==> src/rtl/spi_slave_rx.sv <==
// LSB-first SPI receiver: synchronises sclk/cs/mosi into clk, rebuilds each frame
// and presents it on a valid/ready port, flagging bad-length and unconsumed frames.
module spi_slave_rx #(
    parameter int DATA_W      = 12,
    parameter int LEAD_EDGES  = 1,
    parameter int SYNC_STAGES = 2
) (
    input  logic              clk,
    input  logic              rst_n,
    input  logic              sclk,
    input  logic              cs,
    input  logic              mosi,
    output logic [DATA_W-1:0] dout,
    output logic              dout_valid,
    input  logic              dout_ready,
    output logic              frame_err,
    output logic              overrun
);

    localparam int BCW = $clog2(DATA_W + 2);
    localparam int LCW = (LEAD_EDGES < 2) ? 1 : $clog2(LEAD_EDGES + 1);
    localparam logic [BCW-1:0] BIT_FULL = BCW'(DATA_W);
    localparam logic [BCW-1:0] BIT_SAT  = BCW'(DATA_W + 1);

    typedef enum logic [1:0] {IDLE, LEAD, SHIFT, END} state_t;
    localparam state_t START = (LEAD_EDGES == 0) ? SHIFT : LEAD;

    logic [SYNC_STAGES-1:0] sclk_sync, cs_sync, mosi_sync;
    logic                   sclk_hist, cs_hist, mosi_hist;
    logic                   sclk_fall, cs_fall, cs_rise;

    state_t                 state, state_n;
    logic [DATA_W-1:0]      shreg;
    logic [BCW-1:0]         bit_cnt;
    logic [LCW-1:0]         lead_cnt;
    logic                   lead_last;
    logic                   frame_good, frame_bad, load;

    function automatic logic [BCW-1:0] sat_inc(input logic [BCW-1:0] c);
        return (c == BIT_SAT) ? c : c + 1'b1;
    endfunction

    always_ff @(posedge clk or negedge rst_n) begin
        if (!rst_n) begin
            sclk_sync <= '0;
            cs_sync   <= '0;
            mosi_sync <= '0;
            sclk_hist <= 1'b0;
            cs_hist   <= 1'b0;
            mosi_hist <= 1'b0;
        end else begin
            sclk_sync <= {sclk_sync[SYNC_STAGES-2:0], sclk};
            cs_sync   <= {cs_sync[SYNC_STAGES-2:0], cs};
            mosi_sync <= {mosi_sync[SYNC_STAGES-2:0], mosi};
            sclk_hist <= sclk_sync[SYNC_STAGES-1];
            cs_hist   <= cs_sync[SYNC_STAGES-1];
            mosi_hist <= mosi_sync[SYNC_STAGES-1];
        end
    end

    // mosi_hist is the data value seen alongside the last high sclk sample
    assign sclk_fall = sclk_hist & ~sclk_sync[SYNC_STAGES-1];
    assign cs_fall   = cs_hist & ~cs_sync[SYNC_STAGES-1];
    assign cs_rise   = ~cs_hist & cs_sync[SYNC_STAGES-1];
    assign lead_last = (lead_cnt == LCW'(LEAD_EDGES - 1));

    always_ff @(posedge clk or negedge rst_n) begin
        if (!rst_n) begin
            state <= IDLE;
        end else begin
            state <= state_n;
        end
    end

    always_comb begin
        state_n = state;
        case (state)
            IDLE:    if (cs_fall) state_n = START;
            LEAD: begin
                if (cs_rise)                      state_n = END;
                else if (sclk_fall && lead_last)  state_n = SHIFT;
            end
            SHIFT:   if (cs_rise) state_n = END;
            END:     state_n = cs_fall ? START : IDLE;
            default: state_n = IDLE;
        endcase
    end

    always_ff @(posedge clk or negedge rst_n) begin
        if (!rst_n) begin
            shreg    <= '0;
            bit_cnt  <= '0;
            lead_cnt <= '0;
        end else begin
            case (state)
                IDLE, END: begin
                    if (cs_fall) begin
                        bit_cnt  <= '0;
                        lead_cnt <= '0;
                    end
                end
                LEAD: begin
                    if (!cs_rise && sclk_fall) lead_cnt <= lead_cnt + 1'b1;
                end
                SHIFT: begin
                    if (!cs_rise && sclk_fall) begin
                        shreg   <= {mosi_hist, shreg[DATA_W-1:1]};
                        bit_cnt <= sat_inc(bit_cnt);
                    end
                end
                default: ;
            endcase
        end
    end

    // Outcome of a frame is decided in the single END cycle
    assign frame_good = (state == END) && (bit_cnt == BIT_FULL);
    assign frame_bad  = (state == END) && (bit_cnt != BIT_FULL);
    assign load       = frame_good && (!dout_valid || dout_ready);

    always_ff @(posedge clk or negedge rst_n) begin
        if (!rst_n) begin
            dout       <= '0;
            dout_valid <= 1'b0;
            frame_err  <= 1'b0;
            overrun    <= 1'b0;
        end else begin
            frame_err <= frame_bad;
            overrun   <= frame_good && dout_valid && !dout_ready;
            if (load) begin
                dout       <= shreg;
                dout_valid <= 1'b1;
            end else if (dout_ready) begin
                dout_valid <= 1'b0;
            end
        end
    end

endmodule

==> config.mk <==
export PLATFORM = sky130hd
export DESIGN_NAME = spi_slave_rx
export DESIGN_NICKNAME = d
export VERILOG_FILES = /design/src/rtl/spi_slave_rx.sv
export SDC_FILE = /design/constraint.sdc
export NUM_CORES = 1
export LEC_CHECK = 0
export ABC_AREA = 1
export ABC_CLOCK_PERIOD_IN_PS = 2000
export CAP_MARGIN = 20
export CORE_AREA = 2 2 61 63
export CTS_BUF_LIST = sky130_fd_sc_hd__clkbuf_8
export DETAILED_ROUTE_END_ITERATION = 8
export DIE_AREA = 0 0 63 65
export GPL_TIMING_DRIVEN = 0
export PLACE_DENSITY = 0.79
export SLEW_MARGIN = 15
export SYNTH_ARGS = -nofsm -noshare
export SYNTH_HDL_FRONTEND = slang
export SYNTH_SLANG_ARGS = --single-unit
==> constraint.sdc <==
create_clock -name clk -period 2 [get_ports clk]
set_input_delay 0.2 -clock clk [delete_from_list [all_inputs] [get_ports clk]]
set_output_delay 0.2 -clock clk [all_outputs]
set_load 0.01 [all_outputs]
# Yosys cells after proc, flatten, opt, wreduce, memory -nomap -nowiden
# Index checks and enable logic that the tools add are counted.
[word_totals]
ff_bits = 43
inputBits = 6
wordCells = 71
out_inout_bits = 15
[classes]
eq_ne = 13
bitwise_logic = 7
reduce_logical = 20
mux = 15
n_addsub = 2
[ops]
columns = ["cell", "n"]
rows = [
  ["4-bit two-way mux", 3],
  ["2-bit != test (second input constant)", 6],
  ["4-bit equality test (second input constant)", 2],
  ["2-bit two-way mux", 4],
  ["2-bit case mux with 4 select lines", 1],
  ["4-bit case mux with 2 select lines", 1],
  ["1-bit logical AND", 7],
  ["3-bit AND reduction", 2],
  ["2-bit nonzero test", 3],
  ["1-bit two-way mux", 5],
  ["4-bit by 1-bit adder with 4-bit output (second input constant)", 1],
  ["2-bit equality test (second input constant)", 2],
  ["4-bit != test (second input constant)", 1],
  ["1-bit NOT", 4],
  ["4-bit AND reduction", 1],
  ["1-bit AND", 3],
  ["1-bit logical NOT", 3],
  ["3-bit != test (second input constant)", 1],
  ["2-bit by 1-bit equality test with 1-bit output (second input constant)", 1],
  ["2-bit logical NOT", 1],
  ["1-bit case mux with 2 select lines", 1],
  ["2-bit AND reduction", 1],
  ["2-bit OR reduction", 1],
  ["1-bit adder (second input constant)", 1],
  ["1-bit logical OR", 1],
]

# Logic depth before layout (Yosys ltp)
# Gate-level depths: netlist of run 1.
[depth]
word_depth = 6
mapped_depth = 8
depth_no_buf = 8

# Least setup slack after synthesis of run 1
# Ideal clock, no wire load.
[synth_path]
path_kind = "register to register"
start = "reg state[0]"
end = "reg bit_cnt[0]"
setup_time_ns = 0.117
arrival_ns = 1.263
stages_incl_launch_ff = 9
period_less_slack_ns = 1.380
slack_ns = 0.620
required_time_ns = 1.883
path_buffers = 0
cell_sequence = "dfrtp_1 inv_1 ha_1 inv_1 nand2_1 o21a_1 nand2_1 nand2_1 nand2_1"
[synth_via]
elab_chain_len = 4
elab_cells_between_ends = 10
classes_between = "eq/ne: 5; mux: 1; reduce/logical: 4"
[synth_lines]
columns = ["item", "line", "rtl"]
rows = [
  ["start: declaration", "32", "state_t state, state_n;"],
  ["start signal: assignment", "71", "state <= state_n;"],
  ["2-bit equality test or 2-bit logical NOT (tied branches)", "95", "case (state)"],
  ["2-bit OR reduction", "95", ""],
  ["2-bit != test (no line) or 2-bit nonzero test (tied branches)", "--", ""],
  ["4-bit AND reduction (no line)", "--", ""],
  ["end signal: assignment", "108", "bit_cnt <= sat_inc(bit_cnt);"],
  ["end: declaration", "34", "logic [BCW-1:0] bit_cnt;"],
]
# Parallel ways exist; a longest one is shown, timed or not.
# A chain may end at the register's enable or synchronous reset.

# Worst setup path in the final report of run 1
# Ends and elaborated chain as after synthesis.

==> metrics.md, run 1 <==
| Metric | Value |
|---|---|
| Clk_lat worst skew | 290 ps |
| Hpwl dp | 2310 um |
| Share of layout cells above drive strength 1 | 16.1% |
| Pwr/cell area | about 1000 mW/mm^2 |
| Final hold violation count | 0 |
| Maximum VDD drop | 0.719 mV |
| Top cells by area, synth | dfrtp_1, nand2_1, o21ai_2 |
| CP max FO | 5 |
| CTS tree | yes |
| FF-to-FF End | bit_cnt[0] |
| Row Count | 22 |
| IO buf count | 20 |
| Final setup viols | 0 |
| Synth Register Bits | 43 |
| Total GRT Usage | 18.3% |
| Post-synthesis cell type count | 20 |
| R2R Setup Slk | roughly 440 ps |
| Initial Util | 54.1% |
| Synth warn | 0 |
| Outcome | finished clean |
| Worst slew pin tran | 293 ps |
| Reg power frac | 46.7% |
| Dpl cell area | about 0.0022 mm^2 |
| Vias in the first global route | about 1300 |
| Syn nets | between 200 and 250 |
| R2R cell count | 8 |
| Startpoint Class | flip-flop |
| Fmax | 643 MHz |
| Reg-to-Reg Start | state[0] |
| CP Capture Type | flip-flop |
| I/O pin count | 21 |
| Net Sw Frac | 35.1% |
| Worst EP arrival | 1750 ps |
| Die Wd | 63 um |
| WP data required | around 2200 ps |
| Total die area | 0.00410 mm^2 |
| Clk_skew | roughly 9.5 ps |
| Net Sw Power | 784 uW |
| Grt ovf | 0 |
| Slew HR | 80.5% |
| # nets final | 237 |
| Max Cap Viol | 0 |
| Longest Clk Path Bufs | 2 |
| Clock network fraction of design power | 24.8% |
| Sequential-to-total area share from yosys stat | approximately 57% |
| Combinational share of power | ~28% |
| Share of the synthesized area in the top cell type | ~57% |
| Leakage | around 0.0011 uW |
| Detailed Route WL | 3180 um |
| Post-Syn Area per Cell | ~9.8 um^2 |
| Unrepaired setup endpoints after global routing | no |
| Chip Height | roughly 65 um |
| Hold Crit Class | in2async |
| Worst-path clk slew | 90 ps |
| Pint | 1450 uW |
| CTS sink count | 43 |
| Final setup TNS | 0 ps |
| Hold WS | 310 ps |
| Initial DRT Pass Iterations | 6 |
| Post-DRT Antenna Nets | 0 |
| Post-CTS resize count | 0 |
| Syn Inst Count | 194 |
| Drc violations | 0 |
| Synth area leader | dfrtp_1 |
| Vias post-DR | 1336 |
| Clock root buffer | clkbuf_8 |
| Via/cell ratio | between 4 and 5 |
| Fill count | 294 |
| Multi-input logic area | between 600 and 700 um^2 |
| First-pass GRT wire length | between 5000 and 6000 um |
| CP Class | reg2reg |
| GP Congestion | ~0.82 |
| FF/Latch Area | ~0.0011 mm^2 |
| H-tree depth | 2 |
| Fin area | 0.00227 mm^2 |
| Core ar. | 0.00350 mm^2 |
| Antenna violations before repair | 0 |
| Inserted Clock Buffers | 5 |
| Tcrit/Tclk final | between 70% and 80% |
| ANT cells | 0 |
| Min Tclk post-route | roughly 1600 ps |
| Post-Syn Area | 0.00189 mm^2 |
| DR iter-0 viols | 68 |
| Wire per inst | 11.7 um |
| Max Transition Viols Final | 0 |
| # placed instances | approximately 260 |
| Tot Pwr | 2230 uW |
| Non-filler cells, final | 272 |
| Area Growth Syn to Fin | 20.0% |
| Largest net degree at the start of global routing | 34 |
[timing repair]
item | CTS | global route
endpoints found under the hold margin | 10 | 0
hold buffers | 1 | 0
setup buffers | 0 | 0
[layout by cell type (no fill, tap or decap), types with 5 or more instances in the layout]
cell type        Yosys  final
dfrtp_1             43     43
o21ai_2             12     12
o21ai_0             12     12
nor2_1               5      5
clkbuf_8             0      5
clkdlybuf4s50_1      0     19
nand3_1             13     13
ha_1                 8      8
inv_1               26     26
nand2_1             54     54
[power by group through the flow]
stage	combinational (uW)	sequential, uW	clock [uW]
floorplan	476	1050	0
global placement	607	1050	0
detailed placement	633	1060	0
CTS	640	1040	573
global route	760	1060	610
finish	635	1040	554
[sequential cells by signal (all words and copies together) (netlist names), 2 cells and up]
register   count
state          2
dout          12
bit_cnt        4
mosi_sync      2
sclk_sync      2
cs_sync        2
shreg         12
[cell usage after synthesis, drive strengths merged]
library cell and n:
buf 4, o21a 1, nor3b 1, nand2 58, nand3 13, nand4 4, xnor2 1, dfrtp 43
o21ai 24, inv 29, ha 8, nand3b 1, nor2 7
[final cells by class]
class / instances / area share [%]
buffer: 4 / 1.82
clock buffer: 5 / 3.03
clock inverter: 3 / 1.05
inverter: 29 / 4.80
multi-input combinational: 118 / 29.3
sequential: 43 / 47.4
tap: 48 / 2.65
timing repair buffer: 22 / 9.92
[kinds of logic after synthesis]
kind of cell               Yosys count  synth area share, %
and+or+nand+nor                     84                 20.3
adders and majority gates            8                 5.29
DFF                                 43                 56.9
xor gates and xnor gates             1                0.463
AOI/OAI and AO/OA                   25                 9.13
buffers and inverters               33                 7.94
[metrics by stage]
step / util [%] / setup slack (ps)
global route: 64.9 / 229
finish: 64.9 / 445
CTS: 64.9 / 446
floorplan: - / 620
global placement: 61.6 / -372
detailed placement: 62.0 / 463
[worst max path at each step]
stage	start	endpoint	slack, ps	depth (start not counted)
after floorplan	state[0]	bit_cnt[0]	620	8
after global placement	rst_n	dout[0]	-370	1
after detailed placement	state[0]	bit_cnt[0]	460	8
after CTS	state[0]	bit_cnt[0]	450	8
after global routing	state[1]	bit_cnt[2]	230	8
final	state[0]	bit_cnt[0]	440	8
[critical path, cell delays in order, from the launching register on]
cell	delay, ps
dfrtp_1	390
inv_1	100
ha_1	330
inv_1	60
nand2_1	110
o21a_1	210
nand2_1	130
nand2_1	80
nand2_1	50
[routing by layer]
metal  vias to the layer above  global-route usage [%]  wire (um)  part of all wire, %
li1                        669                       -          -                    -
met5                         -                       0          0                    0
met1                       644                    24.1       1530                   48
met3                         2                    5.21        121                  3.8
met4                         0                    5.00         25                 0.79
met2                        21                    29.8       1500                   47
(Power assumes the default switching activity.)
==> run 2: changes to the inputs <==
ABC_CLOCK_PERIOD_IN_PS = 1600   (was 2000)
clock period = 1.6 ns   (was 2 ns; I/O delays follow)
==> run 2 against run 1 <==
Effect of this change:
- design area grew 0.72%
- clock power grew 25%
- total power grew 28%
- first-iteration DRC count shrank 13%
- global-route usage is the same
- clock skew shrank 0.92 ps
- critical path depth is the same
==> metrics.md, run 2 (synthesis gave the netlist of run 1 again) <==
| Metric | Value |
|---|---|
| Crit path from | state[0] |
| Max Cap Viol | 0 (unchanged) |
| CTS sink count | 43 (unchanged) |
| Worst-path cell chain | inv_1 -> ha_1 -> inv_1 -> nand2_1 -> o21a_2 -> buf_4 -> nand3b_1 -> nand2_1 |
| First-pass GRT wire length | 5810 um (unchanged) |
| Worst-path clk slew | 90 ps (about the same) |
| CP Class | reg2reg |
| CP max FO | 4 (-1) |
| R2R Setup Slk | 80 ps (-360 ps) |
| Pwr/cell area | 1250 mW/mm^2 (+27%) |
| # nets final | 239 (+0.84%) |
| Share of layout cells above drive strength 1 | 17.3% (+1.2 points) |
| Antenna violations before repair | 0 (unchanged) |
| Net Sw Frac | 34.8% (-0.38 points) |
| Tcrit/Tclk final | 94.7% (+17 points) |
| Detailed Route WL | 3190 um (about the same) |
| Biggest regs | dout (12), shreg (12), bit_cnt (4) |
| ANT cells | 0 (unchanged) |
| Vias in the first global route | 1323 (unchanged) |
| Hold Crit Class | in2async |
| Max stage delay cell, worst path | dfrtp_1 |
| Fmax | 660 MHz (+2.6%) |
| Die Wd | 63 um (unchanged) |
| Final hold violation count | 0 (unchanged) |
| I/O pin count | 21 (unchanged) |
| IO buf count | 20 (unchanged) |
| Max Transition Viols Final | 0 (unchanged) |
| WP data required | 1790 ps (-400 ps) |
| CP Capture Type | flip-flop |
| Count of buffer and inverter cells on the critical path | 3 (+1) |
| Non-filler cells, final | 274 (+0.74%) |
| Clock network fraction of design power | 24.2% (-0.6 points) |
| Maximum VDD drop | 0.902 mV (+25%) |
| Core ar. | 0.00350 mm^2 (unchanged) |
| Leakage | 0.00108 uW (+0.99%) |
| GP Congestion | 0.820 (unchanged) |
| Startpoint Class | flip-flop |
| Final setup viols | 0 (unchanged) |
| Final setup TNS | 0 ps (unchanged) |
| Combinational share of power | 30.1% (+1.7 points) |
| Inserted Clock Buffers | 5 (unchanged) |
| Delay-heaviest family, CP | flip-flops |
| Post-DRT Antenna Nets | 0 (unchanged) |
| Total GRT Usage | 18.3% (unchanged) |
| Unrepaired setup endpoints after global routing | yes |
| FF-to-FF End | bit_cnt[1] |
| Drc violations | 0 (unchanged) |
| R2R cell count | 8 (unchanged) |
| CTS tree | yes |
| DR iter-0 viols | 59 (-13%) |
| Worst EP arrival | 1710 ps (-40 ps) |
| Crit path to | bit_cnt[1] |
| Initial DRT Pass Iterations | 4 (-2) |
| Longest Clk Path Bufs | 2 (unchanged) |
| Area Growth Syn to Fin | 20.8% |
| Tot Pwr | 2850 uW (+28%) |
| Pint | 1860 uW (+29%) |
| Chip Height | 65 um (unchanged) |
| Outcome | finished clean |
| Initial Util | 54.1% (unchanged) |
| Clock root buffer | clkbuf_8 |
| Grt ovf | 0 (unchanged) |
| H-tree depth | 2 (unchanged) |
| Most common cell after layout, fill and taps aside | nand2_1 |
| Largest net degree at the start of global routing | 34 (unchanged) |
| Wire per inst | 11.6 um (-0.64%) |
| Reg power frac | 45.6% (-1.1 points) |
| Clk_lat worst skew | 290 ps (about the same) |
| Min Tclk post-route | 1520 ps (-39.8 ps) |
| Max incr delay on CP | 390 ps (about the same) |
| Worst Slack Setup Final | 84.8 ps (-360 ps) |
| Pre-CTS setup slack | 62.5 ps (-400 ps) |
| Hpwl dp | 2310 um (unchanged) |
| Row Count | 22 (unchanged) |
| Levels on crit path | 8 (unchanged) |
| Most frequent cells in the layout | nand2_1, dfrtp_1, inv_1 |
| Reg-to-Reg Start | state[0] |
| Total die area | 0.00410 mm^2 (unchanged) |
| Via/cell ratio | 4.90 (-0.21%) |
| Vias post-DR | 1343 (+0.52%) |
| Slew HR | 81.1% (+0.58 points) |
| # placed instances | 263 (unchanged) |
| Worst slew pin tran | 284 ps (-8.70 ps) |
| Fill count | 290 (-1.4%) |
| Net Sw Power | 992 uW (+26%) |
| Clk_skew | 8.63 ps (-0.918 ps) |
run 2: area by class of cell:
cell class,count,area [um^2],area share [%]
repair buffers,24,240,10.5
flip-flops and latches,43,1080,47.1
clock buffers,5,68.8,3.01
well taps,48,60.1,2.63
inverters,29,109,4.76
clock inverters,3,23.8,1.04
multi-input cells,118,667,29.2
plain buffers,4,41.3,1.81
run 2: per-stage QoR:
step           utilization, %  hold WS [ps]  area [um^2]
6_report                 65.4           267         2290
5_1_grt                  65.4           291         2290
4_1_cts                  64.9           271         2270
3_5_place_dp             62.0          58.4         2170
3_3_place_gp             61.6           332         2150
2_1_floorplan               -          -136         1890
run 2: worst min-delay path by stage:
stage	start	to	slack (ps)	depth (start not counted)
after floorplan	rst_n	bit_cnt[0]	-140	0
after global placement	sclk_sync[0]	sclk_sync[1]	330	0
after detailed placement	rst_n	bit_cnt[0]	60	1
after CTS	rst_n	bit_cnt[0]	270	2
after global routing	cs	cs_sync[0]	290	1
final	rst_n	bit_cnt[0]	270	2
run 2: repair_timing:
| item | 4_1_cts | 5_1_grt |
|---|---|---|
| hold buffers | 1 | 0 |
| setup buffers | 0 | 2 |
| endpoints found under the setup margin | 0 | 15 |
| resized for setup | 0 | 1 |
| hold endpoints to repair | 10 | 0 |
run 2: power by group through the flow:
stage	clock [uW]	combinational, uW	sequential (uW)
after global placement	0	758	1320
final	692	860	1300
after CTS	716	800	1300
after floorplan	0	595	1310
after global routing	763	1020	1320
after detailed placement	0	792	1320
run 2: worst reg2reg max path: cells and delay by family (launching register included):
kind,cells,cell delay (ps)
AOI/OAI and AO/OA,1,150
adders and majority gates,1,340
buffers and inverters,3,330
DFF,1,390
and+or+nand+nor,3,220
run 2: metal layers:
metal	share of wire, %	global-route usage, %
met4	0.78	5.00
met3	3.7	5.21
met1	48	24.1
met2	48	29.8
met5	0	0
==> run 3: changes to the inputs <==
PLACE_DENSITY = 0.81   (was 0.79)
SETUP_SLACK_MARGIN = 0.2   (was unset)
==> run 3 against run 2 <==
Effect of this change:
- global-route usage is 0.25 points higher
- die area is the same
- setup slack better by 150 ps
- register-to-register slack improved by 180 ps
- flip-flop and latch count unchanged
- sequential power about the same
- largest power group unchanged
- first-iteration DRC count increased by 39%
- critical path type is now reg2out
- clock skew increased by 3.1 ps
- clock power is 4.2% lower
- total power grew 11%
- via count increased by 3.1%
- fmax grew 11%
==> metrics.md, run 3 (synthesis gave the netlist of run 1 again) <==
| Metric | Value |
|---|---|
| CP max FO | 2 (-2) |
| Slew HR | 82.5% (+1.5 points) |
| Max incr delay on CP | 550 ps (+160 ps) |
| Clk_skew | 11.7 ps (+3.09 ps) |
| Wire per inst | 12.0 um (+3.0%) |
| Final hold violation count | 0 (unchanged) |
| Unrepaired setup endpoints after global routing | yes |
| Max Cap Viol | 0 (unchanged) |
| Core ar. | 0.00350 mm^2 (unchanged) |
| Die Wd | 63 um (unchanged) |
| IO buf count | 20 (unchanged) |
| Via/cell ratio | 4.88 (-0.50%) |
| Initial DRT Pass Iterations | 4 (unchanged) |
| CP Class | reg2out |
| Initial Util | 54.1% (unchanged) |
| Vias in the first global route | 1281 (-3.2%) |
| CTS sink count | 43 (unchanged) |
| I/O pin count | 21 (unchanged) |
| Worst slew pin tran | 262 ps (-22.5 ps) |
| GP Congestion | 0.837 (+2.0%) |
| First-pass GRT wire length | 5760 um (-0.83%) |
| Drc violations | 0 (unchanged) |
| Tot Pwr | 3170 uW (+11%) |
| DR iter-0 viols | 82 (+39%) |
| Most common cell after layout, fill and taps aside | nand2_1 |
| M2 GR Usage | 30.9% (+1.1 points) |
| R2R cell count | 6 (-2) |
| Delay-heaviest family, CP | buffers and inverters |
| Total GRT Usage | 18.5% (+0.25 points) |
| Detailed Route WL | 3400 um (+6.7%) |
| Dpl cell area | 0.00217 mm^2 (unchanged) |
| # nets final | 249 (+4.2%) |
| Startpoint Class | flip-flop |
| H-tree depth | 2 (unchanged) |
| Longest Clk Path Bufs | 2 (unchanged) |
| WP data required | 1440 ps (-350 ps) |
| CTS tree | yes |
| Reg-to-Reg Start | bit_cnt[0] |
| Worst-path cell chain | clkdlybuf4s50_1 |
| Final setup viols | 0 (unchanged) |
| GR peak layer | met2 |
| Final core occ | 70.4% (+5.0 points) |
| Outcome | finished clean |
| Max Transition Viols Final | 0 (unchanged) |
| Worst EP arrival | 1200 ps (-510 ps) |
| Clk_lat worst skew | 300 ps (about the same) |
| Total die area | 0.00410 mm^2 (unchanged) |
| R2R Setup Slk | 260 ps (+180 ps) |
| Worst-path clk slew | 80 ps (about the same) |
| Count of buffer and inverter cells on the critical path | 1 (-2) |
| Hpwl dp | 2250 um (-2.6%) |
| Most frequent cells in the layout | nand2_1, dfrtp_1, inv_1 |
| Largest net degree at the start of global routing | 35 (+2.9%) |
| Hold Crit Class | in2async |
| FF-to-FF End | dout[10] |
| Max stage delay cell, worst path | clkdlybuf4s50_1 |
| Fin area | 0.00246 mm^2 (+7.6%) |
| Inserted Clock Buffers | 5 (unchanged) |
| Maximum VDD drop | 0.728 mV (-19%) |
| Tcrit/Tclk final | 85.1% (-9.6 points) |
| Final setup TNS | 0 ps (unchanged) |
| Pwr/cell area | 1290 mW/mm^2 (+3.3%) |
| Fmax | 735 MHz (+11%) |
| GR Util met1 | 22.7% (-1.3 points) |
| ANT cells | 0 (unchanged) |
| Clock root buffer | clkbuf_8 |
| Row Count | 22 (unchanged) |
| Biggest regs | dout (12), shreg (12), bit_cnt (4) |
| Min Tclk post-route | 1360 ps (-154 ps) |
| Leakage | 0.00122 uW (+13%) |
| Area Growth Syn to Fin | 30.0% |
| Post-DRT Antenna Nets | 0 (unchanged) |
| Share of layout cells above drive strength 1 | 25.0% (+7.7 points) |
| Grt ovf | 0 (unchanged) |
| CP Capture Type | output pin |
| Vias post-DR | 1385 (+3.1%) |
| Antenna violations before repair | 0 (unchanged) |
| Chip Height | 65 um (unchanged) |
| Global routing usage on met3 | 6.94% (+1.7 points) |
[run 3: cell count changes in the layout (fill, tap and decap cells not counted), moves of 2 or more]
| cell | before | now |
|---|---|---|
| buf_4 | 3 | 10 |
| clkdlybuf4s50_1 | 19 | 15 |
| dlymetal6s2s_1 | 0 | 4 |
| ha_1 | 8 | 4 |
| ha_4 | 0 | 4 |
| inv_2 | 3 | 6 |
| inv_1 | 26 | 24 |
| nand2_1 | 54 | 52 |
| nand2_2 | 4 | 6 |
[run 3: repair_timing]
item                                   CTS  global route
gates resized for setup                  7            15
buffers inserted                         5             6
pin swaps                                0             7
gates cloned                             0             1
setup endpoints to repair               16            32
hold buffers                             1             0
endpoints found under the hold margin    9             0
[run 3: through the flow]
step | cells | worst slack, ps | hold WS [ps]
final | 284 | 239 | 261
after global routing | 284 | 184 | 272
after CTS | 277 | 192 | 259
after detailed placement | 263 | 50.8 | 45.1
after global placement | 262 | -722 | 332
after floorplan | 194 | 220 | -136
[run 3: per-layer routing]
layer	up-vias	wire [um]
met4	0	35
met3	6	159
li1	692	-
met5	-	0
met1	661	1560
met2	26	1640
[run 3: worst max-delay path by stage]
stage                      end       start  depth (start not counted)
detailed placement  bit_cnt[0]    state[0]                          8
global route        bit_cnt[2]  bit_cnt[1]                          8
global placement       dout[0]       rst_n                          1
CTS                    dout[2]    state[1]                          6
floorplan           bit_cnt[0]    state[0]                          8
finish                 dout[2]     dout[2]                          1
[run 3: report_power, final]
| part | internal (uW) | switching, uW |
|---|---|---|
| clock | 299 | 364 |
| combinational | 563 | 644 |
| sequential | 1210 | 89.8 |
[run 3: layout make-up]
| class | count | area [um^2] |
|---|---|---|
| Fill cell | 255 | 1040 |
| Tap cell | 48 | 60.1 |
| Sequential cell | 43 | 1080 |
| Timing Repair Buffer | 34 | 347 |
| Inverter | 29 | 109 |
| Buffer | 4 | 48.8 |
| Multi-Input combinational cell | 118 | 733 |
| Clock buffer | 5 | 68.8 |
| Clock inverter | 3 | 16.3 |
